==> src/rtl/axi_master_pkg.sv <==
// Shared types and constants for the AXI4 master port.
// Bus widths match the interconnect's AXI_define.svh widths.
package axi_master_pkg;

  localparam int AXI_ID_BITS    = 4;
  localparam int AXI_ADDR_BITS  = 32;
  localparam int AXI_LEN_BITS   = 8;
  localparam int AXI_SIZE_BITS  = 3;
  localparam int AXI_BURST_BITS = 2;
  localparam int AXI_DATA_BITS  = 32;
  localparam int AXI_STRB_BITS  = 4;
  localparam int AXI_RESP_BITS  = 2;

  localparam logic [AXI_BURST_BITS-1:0] BURST_INCR = 2'b01;
  localparam logic [AXI_SIZE_BITS-1:0]  SIZE_WORD  = 3'b010;
  localparam logic [AXI_RESP_BITS-1:0]  RESP_OKAY  = 2'b00;

  typedef logic [AXI_LEN_BITS-1:0] len_t;

  typedef enum logic [2:0] {
    S_IDLE,
    S_RADDR,
    S_RDATA,
    S_WADDR,
    S_WRESP
  } state_e;

  typedef struct packed {
    logic [AXI_ADDR_BITS-1:0] addr;
    len_t                     len;
    logic [AXI_DATA_BITS-1:0] wdata;
    logic [AXI_STRB_BITS-1:0] wstrb;
    logic                     write;
  } req_t;

  function automatic len_t clamp_len(
    input len_t len,
    input len_t max_len
  );
    return (len > max_len) ? max_len : len;
  endfunction

endpackage

==> src/rtl/axi_master_if.sv <==
// AXI4 channel bundle seen from one master port.
// RID/BID are not carried: one outstanding transaction needs no ID match.
interface axi_master_if;
  import axi_master_pkg::*;

  logic [AXI_ID_BITS-1:0]    ARID;
  logic [AXI_ADDR_BITS-1:0]  ARADDR;
  logic [AXI_LEN_BITS-1:0]   ARLEN;
  logic [AXI_SIZE_BITS-1:0]  ARSIZE;
  logic [AXI_BURST_BITS-1:0] ARBURST;
  logic                      ARVALID;
  logic                      ARREADY;

  logic [AXI_DATA_BITS-1:0]  RDATA;
  logic [AXI_RESP_BITS-1:0]  RRESP;
  logic                      RLAST;
  logic                      RVALID;
  logic                      RREADY;

  logic [AXI_ID_BITS-1:0]    AWID;
  logic [AXI_ADDR_BITS-1:0]  AWADDR;
  logic [AXI_LEN_BITS-1:0]   AWLEN;
  logic [AXI_SIZE_BITS-1:0]  AWSIZE;
  logic [AXI_BURST_BITS-1:0] AWBURST;
  logic                      AWVALID;
  logic                      AWREADY;

  logic [AXI_DATA_BITS-1:0]  WDATA;
  logic [AXI_STRB_BITS-1:0]  WSTRB;
  logic                      WLAST;
  logic                      WVALID;
  logic                      WREADY;

  logic [AXI_RESP_BITS-1:0]  BRESP;
  logic                      BVALID;
  logic                      BREADY;

  modport master (
    output ARID, ARADDR, ARLEN, ARSIZE, ARBURST, ARVALID,
    input  ARREADY,
    input  RDATA, RRESP, RLAST, RVALID,
    output RREADY,
    output AWID, AWADDR, AWLEN, AWSIZE, AWBURST, AWVALID,
    input  AWREADY,
    output WDATA, WSTRB, WLAST, WVALID,
    input  WREADY,
    input  BRESP, BVALID,
    output BREADY
  );

  modport slave (
    input  ARID, ARADDR, ARLEN, ARSIZE, ARBURST, ARVALID,
    output ARREADY,
    output RDATA, RRESP, RLAST, RVALID,
    input  RREADY,
    input  AWID, AWADDR, AWLEN, AWSIZE, AWBURST, AWVALID,
    output AWREADY,
    input  WDATA, WSTRB, WLAST, WVALID,
    output WREADY,
    output BRESP, BVALID,
    input  BREADY
  );

endinterface

==> src/rtl/axi_master_port.sv <==
// CPU/cache request to AXI4 initiator: INCR read bursts,
// single-beat writes with AW and W launched together.
module axi_master_port
  import axi_master_pkg::*;
#(
  parameter logic [AXI_ID_BITS-1:0] MASTER_ID = '0,
  parameter int                     MAX_LEN   = 3
) (
  input  logic                     ACLK,
  input  logic                     ARESET,
  input  logic                     req_valid,
  output logic                     req_ready,
  input  logic                     req_write,
  input  logic [AXI_ADDR_BITS-1:0] req_addr,
  input  logic [AXI_LEN_BITS-1:0]  req_len,
  input  logic [AXI_DATA_BITS-1:0] req_wdata,
  input  logic [AXI_STRB_BITS-1:0] req_wstrb,
  output logic                     rsp_valid,
  input  logic                     rsp_ready,
  output logic [AXI_DATA_BITS-1:0] rsp_rdata,
  output logic                     rsp_last,
  output logic                     rsp_err,
  axi_master_if.master             axi
);

  localparam len_t MAX_LEN_L = len_t'(MAX_LEN);

  state_e state_q, state_d;
  req_t   req_q, req_d;
  len_t   cnt_q, cnt_d;
  logic   aw_sent_q, aw_sent_d;
  logic   w_sent_q, w_sent_d;
  logic   aw_done, w_done;

  always_ff @(posedge ACLK) begin
    if (ARESET) begin
      state_q   <= S_IDLE;
      req_q     <= '0;
      cnt_q     <= '0;
      aw_sent_q <= 1'b0;
      w_sent_q  <= 1'b0;
    end else begin
      state_q   <= state_d;
      req_q     <= req_d;
      cnt_q     <= cnt_d;
      aw_sent_q <= aw_sent_d;
      w_sent_q  <= w_sent_d;
    end
  end

  // Payloads come straight from the latched request, so they stay
  // stable for as long as any VALID is held.
  assign axi.ARID    = MASTER_ID;
  assign axi.ARADDR  = req_q.addr;
  assign axi.ARLEN   = req_q.len;
  assign axi.ARSIZE  = SIZE_WORD;
  assign axi.ARBURST = BURST_INCR;
  assign axi.AWID    = MASTER_ID;
  assign axi.AWADDR  = req_q.addr;
  assign axi.AWLEN   = '0;
  assign axi.AWSIZE  = SIZE_WORD;
  assign axi.AWBURST = BURST_INCR;
  assign axi.WDATA   = req_q.wdata;
  assign axi.WSTRB   = req_q.wstrb;
  assign axi.WLAST   = 1'b1;
  assign rsp_rdata   = axi.RDATA;

  always_comb begin
    state_d     = state_q;
    req_d       = req_q;
    cnt_d       = cnt_q;
    aw_sent_d   = aw_sent_q;
    w_sent_d    = w_sent_q;
    aw_done     = 1'b0;
    w_done      = 1'b0;
    req_ready   = 1'b0;
    rsp_valid   = 1'b0;
    rsp_last    = 1'b0;
    rsp_err     = 1'b0;
    axi.ARVALID = 1'b0;
    axi.RREADY  = 1'b0;
    axi.AWVALID = 1'b0;
    axi.WVALID  = 1'b0;
    axi.BREADY  = 1'b0;
    unique case (state_q)
      S_IDLE: begin
        req_ready = 1'b1;
        if (req_valid) begin
          req_d.addr  = req_addr;
          req_d.len   = req_write ? '0 : clamp_len(req_len, MAX_LEN_L);
          req_d.wdata = req_wdata;
          req_d.wstrb = req_wstrb;
          req_d.write = req_write;
          aw_sent_d   = 1'b0;
          w_sent_d    = 1'b0;
          state_d     = req_write ? S_WADDR : S_RADDR;
        end
      end
      S_RADDR: begin
        axi.ARVALID = 1'b1;
        if (axi.ARREADY) begin
          cnt_d   = '0;
          state_d = S_RDATA;
        end
      end
      S_RDATA: begin
        axi.RREADY = rsp_ready;
        rsp_valid  = axi.RVALID;
        rsp_last   = axi.RLAST;
        rsp_err    = axi.RVALID &
                     ((axi.RRESP != RESP_OKAY) |
                      (axi.RLAST != (cnt_q == req_q.len)));
        if (axi.RVALID && rsp_ready) begin
          // Saturate so a slave that never sends RLAST cannot wrap us.
          if (cnt_q != '1)
            cnt_d = cnt_q + len_t'(1);
          if (axi.RLAST)
            state_d = S_IDLE;
        end
      end
      S_WADDR: begin
        axi.AWVALID = ~aw_sent_q;
        axi.WVALID  = ~w_sent_q;
        aw_done     = aw_sent_q | axi.AWREADY;
        w_done      = w_sent_q | axi.WREADY;
        aw_sent_d   = aw_done;
        w_sent_d    = w_done;
        if (aw_done && w_done)
          state_d = S_WRESP;
      end
      S_WRESP: begin
        axi.BREADY = rsp_ready;
        rsp_valid  = axi.BVALID;
        rsp_last   = 1'b1;
        rsp_err    = axi.BVALID & (axi.BRESP != RESP_OKAY);
        if (axi.BVALID && rsp_ready)
          state_d = S_IDLE;
      end
      default: state_d = S_IDLE;
    endcase
  end

endmodule
==> src/flat_wrapper.sv <==
// flat-port wrapper written by rule: the top's interface ports become plain ports
module axi_master_port_flat import axi_master_pkg::*;
#(
  parameter logic [AXI_ID_BITS-1:0] MASTER_ID = '0,
  parameter int                     MAX_LEN   = 3
)
  (ACLK, ARESET, req_valid, req_ready, req_write, req_addr, req_len, req_wdata, req_wstrb, rsp_valid, rsp_ready, rsp_rdata, rsp_last, rsp_err, axi_ARID, axi_ARADDR, axi_ARLEN, axi_ARSIZE, axi_ARBURST, axi_ARVALID, axi_ARREADY, axi_RDATA, axi_RRESP, axi_RLAST, axi_RVALID, axi_RREADY, axi_AWID, axi_AWADDR, axi_AWLEN, axi_AWSIZE, axi_AWBURST, axi_AWVALID, axi_AWREADY, axi_WDATA, axi_WSTRB, axi_WLAST, axi_WVALID, axi_WREADY, axi_BRESP, axi_BVALID, axi_BREADY);
  axi_master_if axi_i ();
  input  logic ACLK;
  input  logic ARESET;
  input  logic req_valid;
  output logic req_ready;
  input  logic req_write;
  input  logic [AXI_ADDR_BITS-1:0] req_addr;
  input  logic [AXI_LEN_BITS-1:0] req_len;
  input  logic [AXI_DATA_BITS-1:0] req_wdata;
  input  logic [AXI_STRB_BITS-1:0] req_wstrb;
  output logic rsp_valid;
  input  logic rsp_ready;
  output logic [AXI_DATA_BITS-1:0] rsp_rdata;
  output logic rsp_last;
  output logic rsp_err;
  output wire logic [$bits(axi_i.ARID)-1:0] axi_ARID;
  output wire logic [$bits(axi_i.ARADDR)-1:0] axi_ARADDR;
  output wire logic [$bits(axi_i.ARLEN)-1:0] axi_ARLEN;
  output wire logic [$bits(axi_i.ARSIZE)-1:0] axi_ARSIZE;
  output wire logic [$bits(axi_i.ARBURST)-1:0] axi_ARBURST;
  output wire logic [$bits(axi_i.ARVALID)-1:0] axi_ARVALID;
  input wire logic [$bits(axi_i.ARREADY)-1:0] axi_ARREADY;
  input wire logic [$bits(axi_i.RDATA)-1:0] axi_RDATA;
  input wire logic [$bits(axi_i.RRESP)-1:0] axi_RRESP;
  input wire logic [$bits(axi_i.RLAST)-1:0] axi_RLAST;
  input wire logic [$bits(axi_i.RVALID)-1:0] axi_RVALID;
  output wire logic [$bits(axi_i.RREADY)-1:0] axi_RREADY;
  output wire logic [$bits(axi_i.AWID)-1:0] axi_AWID;
  output wire logic [$bits(axi_i.AWADDR)-1:0] axi_AWADDR;
  output wire logic [$bits(axi_i.AWLEN)-1:0] axi_AWLEN;
  output wire logic [$bits(axi_i.AWSIZE)-1:0] axi_AWSIZE;
  output wire logic [$bits(axi_i.AWBURST)-1:0] axi_AWBURST;
  output wire logic [$bits(axi_i.AWVALID)-1:0] axi_AWVALID;
  input wire logic [$bits(axi_i.AWREADY)-1:0] axi_AWREADY;
  output wire logic [$bits(axi_i.WDATA)-1:0] axi_WDATA;
  output wire logic [$bits(axi_i.WSTRB)-1:0] axi_WSTRB;
  output wire logic [$bits(axi_i.WLAST)-1:0] axi_WLAST;
  output wire logic [$bits(axi_i.WVALID)-1:0] axi_WVALID;
  input wire logic [$bits(axi_i.WREADY)-1:0] axi_WREADY;
  input wire logic [$bits(axi_i.BRESP)-1:0] axi_BRESP;
  input wire logic [$bits(axi_i.BVALID)-1:0] axi_BVALID;
  output wire logic [$bits(axi_i.BREADY)-1:0] axi_BREADY;
  assign axi_ARID = axi_i.ARID;
  assign axi_ARADDR = axi_i.ARADDR;
  assign axi_ARLEN = axi_i.ARLEN;
  assign axi_ARSIZE = axi_i.ARSIZE;
  assign axi_ARBURST = axi_i.ARBURST;
  assign axi_ARVALID = axi_i.ARVALID;
  assign axi_i.ARREADY = axi_ARREADY;
  assign axi_i.RDATA = axi_RDATA;
  assign axi_i.RRESP = axi_RRESP;
  assign axi_i.RLAST = axi_RLAST;
  assign axi_i.RVALID = axi_RVALID;
  assign axi_RREADY = axi_i.RREADY;
  assign axi_AWID = axi_i.AWID;
  assign axi_AWADDR = axi_i.AWADDR;
  assign axi_AWLEN = axi_i.AWLEN;
  assign axi_AWSIZE = axi_i.AWSIZE;
  assign axi_AWBURST = axi_i.AWBURST;
  assign axi_AWVALID = axi_i.AWVALID;
  assign axi_i.AWREADY = axi_AWREADY;
  assign axi_WDATA = axi_i.WDATA;
  assign axi_WSTRB = axi_i.WSTRB;
  assign axi_WLAST = axi_i.WLAST;
  assign axi_WVALID = axi_i.WVALID;
  assign axi_i.WREADY = axi_WREADY;
  assign axi_i.BRESP = axi_BRESP;
  assign axi_i.BVALID = axi_BVALID;
  assign axi_BREADY = axi_i.BREADY;
  axi_master_port #(.MASTER_ID(MASTER_ID), .MAX_LEN(MAX_LEN)) u_core (.ACLK(ACLK), .ARESET(ARESET), .req_valid(req_valid), .req_ready(req_ready), .req_write(req_write), .req_addr(req_addr), .req_len(req_len), .req_wdata(req_wdata), .req_wstrb(req_wstrb), .rsp_valid(rsp_valid), .rsp_ready(rsp_ready), .rsp_rdata(rsp_rdata), .rsp_last(rsp_last), .rsp_err(rsp_err), .axi(axi_i));
endmodule
==> config.mk <==
export PLATFORM = sky130hd
export DESIGN_NAME = axi_master_port_flat
export DESIGN_NICKNAME = d
export VERILOG_FILES = /design/src/rtl/axi_master_pkg.sv /design/src/rtl/axi_master_if.sv /design/src/rtl/axi_master_port.sv /design/src/flat_wrapper.sv
export SDC_FILE = /design/constraint.sdc
export NUM_CORES = 1
export LEC_CHECK = 0
export BUFFER_PORTS_ARGS = -buffer_cell sky130_fd_sc_hd__buf_2
export CORE_MARGIN = 10
export CORE_UTILIZATION = 37
export DETAILED_ROUTE_END_ITERATION = 7
export GPL_TIMING_DRIVEN = 0
export PLACE_DENSITY_LB_ADDON = 0.05
export SLEW_MARGIN = 20
export SYNTH_ARGS = -nofsm -noshare
export SYNTH_HDL_FRONTEND = slang
export SYNTH_SLANG_ARGS = --single-unit
==> constraint.sdc <==
create_clock -name ACLK -period 1.55 [get_ports ACLK]
set_input_delay 0.155 -clock ACLK [delete_from_list [all_inputs] [get_ports ACLK]]
set_output_delay 0.155 -clock ACLK [all_outputs]
set_load 0.03 [all_outputs]
## Word-level counts from Yosys, hierarchy flattened

Index checks and enable logic that the tools add are counted.

| word-level totals | value |
|---|---|
| register bits | 89 |
| input bits | 123 |
| output and inout bits | 176 |
| word-level logic and storage cells | 69 |

| operators by class | value |
|---|---|
| $add $sub $neg | 1 |
| magnitude comparators | 1 |
| eq/ne operators | 14 |
| multiplexer cells | 26 |
| bitwise operators | 7 |
| reduce and logical (&&, ||, !) cells | 12 |

Operators by type and width:

| operator | number |
|---|---|
| $mux W8 | 5 |
| $mux W3 | 6 |
| $pmux W8 S2 | 1 |
| $pmux W3 S5 | 1 |
| $pmux W1 S2 | 5 |
| $add A8 B1 Y8 const B | 1 |
| $eq A8 B8 Y1 | 1 |
| $gt A8 B2 Y1 const B | 1 |
| $ne A2 B1 Y1 const B | 4 |
| $ne A8 B8 Y1 const B | 1 |
| $reduce_bool A2 Y1 | 4 |
| $mux W1 | 7 |
| $eq A3 B2 Y1 const B | 2 |
| $ne A2 B2 Y1 const B | 3 |
| $reduce_and A6 Y1 | 1 |
| $reduce_and A2 Y1 | 2 |
| $reduce_and A4 Y1 | 1 |
| $eq A3 B1 Y1 const B | 1 |
| $eq A3 B3 Y1 const B | 1 |
| $logic_and A1 B1 Y1 | 3 |
| $logic_not A3 Y1 | 1 |
| $or A1 B1 Y1 | 3 |
| $and A1 B1 Y1 | 2 |
| $mux W2 | 1 |
| other kinds (2) | 3 |

## Depth between registers and ports, before layout

| logic depth | value |
|---|---|
| depth after elaboration | 5 |
| mapped depth | 6 |
| depth with buffers taken out | 6 |

## Worst setup path before layout

No wires, ideal clock.

| timing | value |
|---|---|
| path kind | register to register |
| from | register u_core.state_q[0] |
| to | register u_core.cnt_q[6] |
| setup time | 0.070 ns |
| data arrival time | 2.118 ns |
| data required time | 1.480 ns |
| path slack | -0.639 ns |
| stages on the path, launching flop included | 6 |
| buffers on the path | 0 |
| clock period less this slack | 2.189 ns |
| cells stage by stage | dfxtp_1 > inv_1 > nor3_1 > a21oi_2 > or4_1 > a21oi_1 |

| between the ends | value |
|---|---|
| word-level cells in the longest chain between the ends | 3 |
| elaborated cells on any way between the ends | 8 |
| those cells by class | 5 x eq/ne; 1 x mux; 2 x reduce/logical |

Ends and longest elaborated chain:

| what | line | RTL |
|---|---|---|
| start: declaration | axi_master_port.sv:28 | `state_e state_q, state_d;` |
| start signal: assignment | axi_master_port.sv:43 | `state_q <= state_d;` |
| $eq A3 B2 Y1 / $eq A3 B1 Y1 (equally long branches) | axi_master_port.sv:85 | `unique case (state_q)` |
| $ne A2 B1 Y1 (no source line) (tied with other cells) | - |  |
| $reduce_and A4 Y1 (no source line) | - |  |
| end signal: assignment | axi_master_port.sv:45 | `cnt_q <= cnt_d;` |
| end: declaration | axi_master_port.sv:30 | `len_t cnt_q, cnt_d;` |

Parallel ways exist; a longest one is shown, timed or not.
A chain may end at the register's enable or synchronous reset.

## Worst setup path in the final report

| timing | value |
|---|---|
| from | register u_core.cnt_q[1] |
| to | output rsp_err |

| between the ends | value |
|---|---|
| word-level cells in the longest chain between the ends | 5 |

Ends and longest elaborated chain:

| what | line | RTL |
|---|---|---|
| $eq A8 B8 Y1 | axi_master_port.sv:112 | `(axi.RLAST != (cnt_q == req_q.len)));` |
| $ne A1 B1 Y1 | axi_master_port.sv:112 |  |
| $or A1 B1 Y1 | axi_master_port.sv:111 | `((axi.RRESP != RESP_OKAY) \|` |
| $and A1 B1 Y1 | axi_master_port.sv:110 | `rsp_err = axi.RVALID &` |
| $pmux W1 S2 | axi_master_port.sv:85 |  |
| end: declaration | flat_wrapper.sv:22 | `output logic rsp_err;` |

Every way passes these cells.

==> results.rst <==
.. list-table::
   :header-rows: 1

   * - Metric
     - Value
   * - Die extent in y
     - around 130 um
   * - Count of endpoints failing hold in the final timing report
     - 0
   * - Die boundary width
     - 126 um
   * - DR vias
     - around 4600
   * - Grt ovf
     - 0
   * - Met1 Resource Use GR
     - between 10% and 20%
   * - Post-synth EDFFs
     - 0
   * - Clock skew
     - about 0.0053 ns
   * - Setup slack, reg-to-reg
     - -0.21 ns
   * - Mean instance size in the synthesized netlist
     - ~7.8 um^2
   * - Routed WL per cell
     - 16.3 um
   * - Tot Pwr
     - between 8 and 9 mW
   * - Global routing usage summed across all routing layers
     - between 10% and 20%
   * - Worst R2R Start
     - u_core.state_q[1]
   * - Maximum operating frequency
     - 535 MHz
   * - Status
     - finished with violations
   * - Max-capacitance violation count
     - 0
   * - Clk root buf
     - clkbuf_16
   * - Number of clock sinks seen by CTS
     - 89
   * - Count of unique library cells instantiated by Yosys
     - between 40 and 50
   * - Reg2reg path depth
     - 6
   * - Startpoint types
     - flop
   * - Fraction of synthesized cell area taken by the top area cell type
     - 42.9%
   * - Fin nets
     - approximately 960
   * - Area grow syn2layout
     - 68.2%
   * - Number of global-route vias before repair
     - roughly 4400
   * - Routability-driven placement congestion ratio
     - approximately 0.8
   * - Slew Limit Headroom
     - a little under three fifths
   * - Initial DRC count
     - 186
   * - Global-route wire length before repair
     - approximately 23000 um
   * - Starting Density
     - 38.0%
   * - Netlist Area Pre-Place
     - slightly above 4000 um^2
   * - Crit Path Max Fanout
     - 2
   * - Clock period minus worst slack
     - ~1.9 ns
   * - Setup violators final
     - 20
   * - Total CTS buffers
     - 9
   * - Failing checks
     - negative setup slack
   * - Number of rows created at floorplan
     - 38
   * - Startpoint of the worst hold path
     - req_wdata[8]
   * - Later-pin clock latency in the skew report
     - 0.33 ns
   * - End of the worst register-to-register path
     - u_core.cnt_q[6]
   * - Worst setup slack after layout
     - -0.320 ns
   * - Design Area, Final
     - around 7000 um^2
   * - Number of antenna violations at the first check in global routing
     - 1
   * - Peak supply drop
     - 548 uV
   * - Sequential element share of the synthesized area
     - a little over two fifths
   * - RSZ-0062 raised after global routing
     - true
   * - Static Leak
     - approximately 3.6 nW
   * - Fraction of the cycle the final worst path needs
     - 121%
   * - Remaining design rule violation count
     - 0
   * - Placeable core region
     - 10900 um^2
   * - Met3 usage
     - 6.29%
   * - Grt peak-use layer
     - met2
   * - Maximum number of pins on one net before global-route repair
     - 16
   * - Share of final-layout standard cells stronger than drive strength 1
     - between 50% and 60%
   * - Yosys reg bits
     - 89
   * - Synth top area cells
     - dfxtp_1 43%, buf_4 17%, nand2_1 13%
   * - Layout Utilization
     - between 60% and 70%
   * - Data arrival time at the worst-slack endpoint
     - 1.72 ns
   * - Number of levels the H-tree was split into
     - 3
   * - Proportion of register bits with asynchronous set or reset after synthesis
     - 0%
   * - WHS Path Cells
     - 3
   * - Detailed-routing iteration count for the pre-antenna-repair pass
     - 4
   * - Clock transition at the registers of the reported paths
     - 0.07 ns
   * - Total wire length after detailed routing
     - about 16000 um
   * - Syn Inst Count
     - ~530
   * - Overall die area
     - around 16000 um^2
   * - Detail Route Antenna Nets
     - 0
   * - Start-to-end type of the worst setup path
     - reg -> out
   * - Cell type with the highest aggregate area in the netlist
     - dfxtp_1
   * - Slew at the pin with the worst max-slew slack
     - ~0.65 ns
   * - Worst hold slack
     - 0.0583 ns
   * - Critical path capture point type
     - output port
   * - Met2 track demand over resource in global routing
     - between 30% and 40%
   * - Maximum clock insertion buffer count
     - 2
   * - # IOs
     - between 200 and 300
   * - Clock tree from TritonCTS
     - built
   * - Ys flop type
     - dfxtp_1
   * - Worst min-delay path category
     - in -> reg
   * - Worst Setup Slack post-DPL
     - -0.520 ns
   * - Endpoint of the worst hold-timing path
     - u_core.axi.WDATA[8]
   * - Most frequent cell after synthesis
     - nand2_1
   * - Final count of pins violating max slew
     - 0
   * - Cell area power density
     - 1170 nW/um^2
   * - Data required time of the worst path
     - between 1 and 1.5 ns
   * - Number of warnings reported in the yosys synthesis log
     - 0
   * - Vias per Instance
     - 4.64
   * - Cell types with the highest counts after synthesis
     - 144 x nand2_1, 92 x buf_4, 89 x dfxtp_1
   * - Post-detailed-placement half-perimeter wirelength
     - around 12000 um
   * - Quantity of I/O buffers inserted on ports
     - roughly 240
   * - Instance area after placement
     - 5660 um^2
worst max path at each step:
stage	slack (ns)	startpoint	to
after floorplan	-0.06	u_core.state_q[1]	u_core.cnt_q[6]
after global placement	-0.52	u_core.state_q[2]	u_core.axi.ARLEN[3]
after detailed placement	-0.52	u_core.state_q[2]	u_core.axi.ARLEN[5]
after CTS	-0.33	u_core.cnt_q[1]	rsp_err
after global routing	-0.44	u_core.cnt_q[4]	rsp_err
final	-0.32	u_core.cnt_q[1]	rsp_err
flip-flops by register name, indices dropped and copies added (netlist names):
signal	cells
u_core.aw_sent_q	1
u_core.axi.ARADDR	32
u_core.axi.ARLEN	8
u_core.axi.WDATA	32
u_core.axi.WSTRB	4
u_core.cnt_q	8
u_core.state_q	3
u_core.w_sent_q	1
power breakdown:
part / internal, mW / switching (mW)
Combinational: 1.37 / 1.90
Sequential: 2.51 / 0.187
Clock: 1.34 / 0.893
per-stage QoR:
step           cells  TNS (ns)
2_1_floorplan    554   -0.0555
3_3_place_gp     933    -26.38
3_5_place_dp     933    -27.16
4_1_cts          961    -0.511
5_1_grt          986     -3.19
6_report         986     -1.48
routing by layer:
layer	share of wire [%]	wire, um
met1	38	6150
met2	52	8320
met3	7.8	1260
met4	2.0	329
met5	0	0
cell families after synthesis:
kind of cell / synth area share [%]
AO/OA/AOI/OAI: 13.8
buffers and inverters: 19.6
adder cells (fa/ha/maj): 0.301
other: 0.181
AND/OR/NAND/NOR: 21.0
flip-flops: 42.9
multiplexers: 0.512
XOR/XNOR: 1.69
repair_timing:
| item | in CTS | in global routing |
|---|---|---|
| hold endpoints to repair | 0 | 0 |
| resized for setup | 48 | 142 |
| cloned | 0 | 5 |
| hold buffers | 0 | 0 |
| pin swaps | 8 | 42 |
| endpoints found under the setup margin | 96 | 95 |
| buffers inserted | 15 | 20 |
area by class of cell:
cell class	count	area [um^2]
multi-input cells	343	2060
plain buffers	117	963
clock buffers	11	253
inverters	3	11.3
fillers	968	3950
well taps	140	175
flip-flops and latches	89	1810
repair buffers	277	1650
clock inverters	5	60.1
diodes	1	2.50
worst max-delay path, cell delays in order (launching register included):
cell and delay, ns:
dfxtp_2 0.34, xor2_2 0.20, nor4_4 0.33, a21oi_1 0.10, a31oi_1 0.15, o211ai_1 0.10
buf_4 0.18
cell usage in the layout, fill, tap and decap left out, drive strengths merged, types with 4 or more instances in the layout:
master	synthesis	layout
conb	2	27
nand2	144	144
inv	3	5
xor2	8	8
nand3	6	6
dfxtp	89	89
and2	9	9
nor3	7	7
buf	100	377
o21ai	4	4
nor2	18	18
clkbuf	18	27
a21oi	80	80
Note: power is estimated with default switching activity, not from simulation.
